<file path="config.mk">
export PLATFORM = sky130hd
export DESIGN_NAME = led_sequencer
export DESIGN_NICKNAME = d
export VERILOG_FILES = /design/src/rtl/led_sequencer.sv
export SDC_FILE = /design/constraint.sdc
export NUM_CORES = 1
export LEC_CHECK = 0
export CAP_MARGIN = 10
export CORE_MARGIN = 2
export CORE_UTILIZATION = 30
export DETAILED_ROUTE_END_ITERATION = 10
export PLACE_DENSITY = 0.53
export SYNTH_ARGS = -nofsm -noshare
export SYNTH_HDL_FRONTEND = slang
export SYNTH_SLANG_ARGS = --single-unit
</file>
<file path="constraint.sdc">
create_clock -name clock -period 1.9 [get_ports clock]
set_clock_uncertainty 0.05 [all_clocks]
set_input_delay 0.285 -clock clock [delete_from_list [all_inputs] [get_ports clock]]
set_output_delay 0.285 -clock clock [all_outputs]
set_load 0.005 [all_outputs]
</file>
<file path="src/rtl/led_sequencer.sv">
// rtl/led_sequencer.sv - prescaled LED pattern sequencer (rotate, ping-pong, flash, hold)
// Pattern and bounce direction advance only on prescaler ticks; bank routing is combinational.
module led_sequencer #(
   parameter int unsigned N_LEDS = 4,
   parameter int unsigned CNT_W  = 32,
   parameter int unsigned LIMIT0 = 2,
   parameter int unsigned LIMIT1 = 4,
   parameter int unsigned LIMIT2 = 8,
   parameter int unsigned LIMIT3 = 16
) (
   input  logic              clock,
   input  logic              i_reset,
   input  logic [3:0]        i_sw,
   input  logic [1:0]        i_mode,
   input  logic [1:0]        i_color,
   output logic [N_LEDS-1:0] o_led,
   output logic [N_LEDS-1:0] o_led_g,
   output logic [N_LEDS-1:0] o_led_b,
   output logic              o_valid
);

   typedef enum logic {
      DIR_UP   = 1'b0,
      DIR_DOWN = 1'b1
   } dir_t;

   typedef enum logic [1:0] {
      MODE_ROTATE   = 2'b00,
      MODE_PINGPONG = 2'b01,
      MODE_FLASH    = 2'b10,
      MODE_HOLD     = 2'b11
   } mode_t;

   localparam logic [N_LEDS-1:0] PAT_INIT = N_LEDS'(1);
   localparam logic [N_LEDS-1:0] PAT_ONES = {N_LEDS{1'b1}};

   logic [CNT_W-1:0]  cnt;
   logic [CNT_W-1:0]  lim;
   logic [N_LEDS-1:0] pat;
   logic [N_LEDS-1:0] pat_nxt;
   dir_t              bdir;
   dir_t              bdir_nxt;
   mode_t             mode;
   logic              enable;
   logic              period_done;
   logic              one_hot;

   assign enable = i_sw[0];
   assign mode   = mode_t'(i_mode);

   always_comb begin
      lim = CNT_W'(LIMIT0);
      case (i_sw[2:1])
         2'b00:   lim = CNT_W'(LIMIT0);
         2'b01:   lim = CNT_W'(LIMIT1);
         2'b10:   lim = CNT_W'(LIMIT2);
         default: lim = CNT_W'(LIMIT3);
      endcase
   end

   // >= rather than == so shrinking the limit below cnt ends the period at once
   assign period_done = (cnt >= (lim - CNT_W'(1)));

   assign one_hot = (pat != '0) && ((pat & (pat - N_LEDS'(1))) == '0);

   always_ff @(posedge clock or negedge i_reset) begin
      if (!i_reset) begin
         cnt     <= '0;
         o_valid <= 1'b0;
         pat     <= PAT_INIT;
         bdir    <= DIR_UP;
      end else if (enable) begin
         if (period_done) begin
            cnt     <= '0;
            o_valid <= 1'b1;
            pat     <= pat_nxt;
            bdir    <= bdir_nxt;
         end else begin
            cnt     <= cnt + CNT_W'(1);
            o_valid <= 1'b0;
         end
      end else begin
         o_valid <= 1'b0;
      end
   end

   always_comb begin
      pat_nxt  = pat;
      bdir_nxt = bdir;
      case (mode)
         MODE_ROTATE: begin
            if (!one_hot) begin
               pat_nxt  = PAT_INIT;
               bdir_nxt = DIR_UP;
            end else if (i_sw[3]) begin
               pat_nxt = {pat[0], pat[N_LEDS-1:1]};
            end else begin
               pat_nxt = {pat[N_LEDS-2:0], pat[N_LEDS-1]};
            end
         end
         MODE_PINGPONG: begin
            // reversal and the step happen on the same tick, so the ends never dwell
            if (!one_hot) begin
               pat_nxt  = PAT_INIT;
               bdir_nxt = DIR_UP;
            end else if (bdir == DIR_UP) begin
               if (pat[N_LEDS-1]) begin
                  bdir_nxt = DIR_DOWN;
                  pat_nxt  = pat >> 1;
               end else begin
                  pat_nxt = pat << 1;
               end
            end else begin
               if (pat[0]) begin
                  bdir_nxt = DIR_UP;
                  pat_nxt  = pat << 1;
               end else begin
                  pat_nxt = pat >> 1;
               end
            end
         end
         MODE_FLASH: begin
            pat_nxt = (pat == PAT_ONES) ? '0 : PAT_ONES;
         end
         default: begin
            pat_nxt  = pat;
            bdir_nxt = bdir;
         end
      endcase
   end

   always_comb begin
      o_led   = '0;
      o_led_g = '0;
      o_led_b = '0;
      case (i_color)
         2'b00: o_led   = pat;
         2'b01: o_led_g = pat;
         2'b10: o_led_b = pat;
         default: begin
            o_led   = pat;
            o_led_g = pat;
            o_led_b = pat;
         end
      endcase
   end

endmodule

</file>
==> out/qor.yml <==
status: "finished with violations"
violations: "hold timing, setup timing"
drtIter0Drc: 77
dp_hpwl_um: 3537
startpoint_type: "register"
grt_setup_unrepaired: "yes"
syn-cell-area_um2: 2203
synth_cell_types: 38
fin_area_um2: 3005
grt_use_met3_pct: 2.347
grt_pass1_vias: 1891
whs_ns: -0.009322
irDropWorstVdd_v: 0.0006626
pre_cts_slack_ns: -0.4348
finish.utilization_pct: 41.88
grtUsageMet1_pct: 16.39
yosysMostFrequentCell: "nor2_1"
crit_required_ns: 2.02
insertion_delay_ns: 0.29
io_buffers: 22
grt_util_all_layers_pct: 13.05
core_area_um2: 7176
min_period_ns: 1.923
netlist_top_cells_count: "nor2_1 (44), dfrtp_1 (37), a21oi_1 (14)"
setup_violations: 1
grt_max_degree: 39
final_layout_size_suffix_gt1_share_pct: 29.53
placed_cell_area_um2: 2821
grt_pass1_wl_um: 8735
p_total_mw: 2.988
top_usage_layer: "met2"
synth_area_per_cell_um2: 9.456
cts_buffer_depth: 2
synth_top_area_cell: "dfrtp_1"
clock_sinks: 38
gp_congestion: 0.7776
placementRows: 31
antennaDiodeCount: 0
synth_edf_count: 0
ios: 23
min_path_type: "in -> async"
finalNetCount: 317
fin_crit_sh_pct: 101.2
slew_headroom_pct: 67.10
instances_no_fill: 397
cts_tree: "built"
drt_drc_violations_left: 0
tightest_slew_ns: 0.4935
netlist_top_cells_area: "dfrtp_1 (42%), nor2_1 (7.5%), ha_1 (5.7%)"
cp.arrival_ns: 2.05
yosysSeqAreaShare_pct: 43.21
antenna_found_initial: 0
maxCapViolations: 0
firstDrtPassIters: 4
syn-num-nets: 253
grt_overflow: 0
fmax_mhz: 520.1
cts_hold_buffers: 0
ant_nets: 0
synth_top_area_share_pct: 42.02
hold_viol: 17
die_h_um: 89.70
crit_path_end_kind: "register"
syn_to_final_growth_pct: 36.40
die_w_um: 89.70
ys.flop_type: "dfrtp_1"
clockRootBuffer: "clkbuf_8"
cts_htree_levels: 2
grt_use_met2_pct: 22.60
path_max_fanout: 4
cts.clk_slew.worst_paths_ns: 0.07
numCtsBuffers: 5
synthArstFlopShare_pct: 100.0
final.setup.worst_slack_ns: -0.02255
critPathKind: "reg -> reg"
p_leak_nw: 1.420
die-area_um2: 8046
avgViaCountPerCell: 4.821
placedCellCount: 385
initial_core_util_pct: 30.71
synthCells: 233
drt_wl_total_um: 4990
slew_viol_final: 0
vias: 1914
synth_warnings: 0
wire_per_inst_um: 12.57
power_density_nw_per_um2: 994.1
ys_seq_elements: 38
[kinds of logic (layout without fill, tap and decap cells)]
logic type	count (synthesis)	after routing	share of synthesized area, %
adders and majority gates	10	10	5.679
AOI/OAI and AO/OA	37	37	11.02
muxes	11	11	5.565
xor gates and xnor gates	12	12	4.770
buffers and inverters	17	82	3.066
DFF	38	38	43.21
and+or+nand+nor	108	108	26.69
[final timing paths]
path                         start       to  slack, ns  cells after the start
max in group asynchronous  i_reset   pat[3]       1.44                      2
min in group clock         cnt[17]  cnt[17]       0.48                      2
max                         cnt[1]   pat[1]      -0.02                      6
min                        i_reset  cnt[21]     -0.009                      2
max reg2reg                 cnt[1]   pat[1]      -0.02                      6
min reg2reg                cnt[17]  cnt[17]       0.48                      2
[per-layer routing]
layer	vias up	wire (um)
met5	-	0
met4	0	80
met3	8	99
met2	17	2394
met1	929	2415
li1	960	-
[layout make-up]
class                   count  area [um2]
clock inverters             1       5.005
multi-input cells         178        1265
flip-flops and latches     38       954.7
well taps                  99       123.9
inverters                   9       33.78
clock buffers               7       86.33
fillers                   722        4170
repair buffers             65       536.8
[registers in the layout, summed over array words and instances (netlist names)]
| name | count |
|---|---|
| bdir | 1 |
| cnt | 32 |
| o_valid | 1 |
| pat | 4 |
[layout by cell type, fill, tap and decap left out, types with 7 or more instances in the layout]
cell	n
and2_1	9
clkdlybuf4s50_1	10
nand3_1	8
ha_1	7
nor2_2	8
dfrtp_1	35
nor2b_1	7
mux2_2	9
buf_4	41
dlygate4sd2_1	10
nor2_1	36
a31oi_1	7
nand4_1	11
a21oi_1	14
inv_1	9
[stage by stage]
| stage | setup TNS, ns | hold slack [ns] |
|---|---|---|
| floorplan | 0 | -0.06059 |
| global placement | -14.23 | 0.3230 |
| detailed placement | -15.67 | 0.3235 |
| CTS | -0.09257 | 0.006231 |
| global route | -1.920 | 0.03336 |
| finish | -0.02255 | -0.009322 |
[worst max-delay path, stage by stage (launching register included)]
cell and delay (ns):
dfrtp_1 0.38, ha_1 0.28, a21o_1 0.15, a21o_1 0.19, a211oi_4 0.35, nor3_4 0.09, mux2_4 0.31
[report_power, final]
| group | internal, mW | leakage (nW) | switching (mW) |
|---|---|---|---|
| logic | 0.713 | 0.861 | 0.608 |
| clock network | 0.293 | 0.0482 | 0.283 |
| registers | 0.922 | 0.511 | 0.170 |
| total | 1.93 | 1.42 | 1.06 |
[repair_timing]
| action | in CTS | in global routing |
|---|---|---|
| setup endpoints to repair | 46 | 44 |
| pin swaps | 6 | 7 |
| resized for setup | 18 | 18 |
| buffers inserted | 1 | 3 |
| cloned | 0 | 0 |
(Power assumes the default switching activity.)
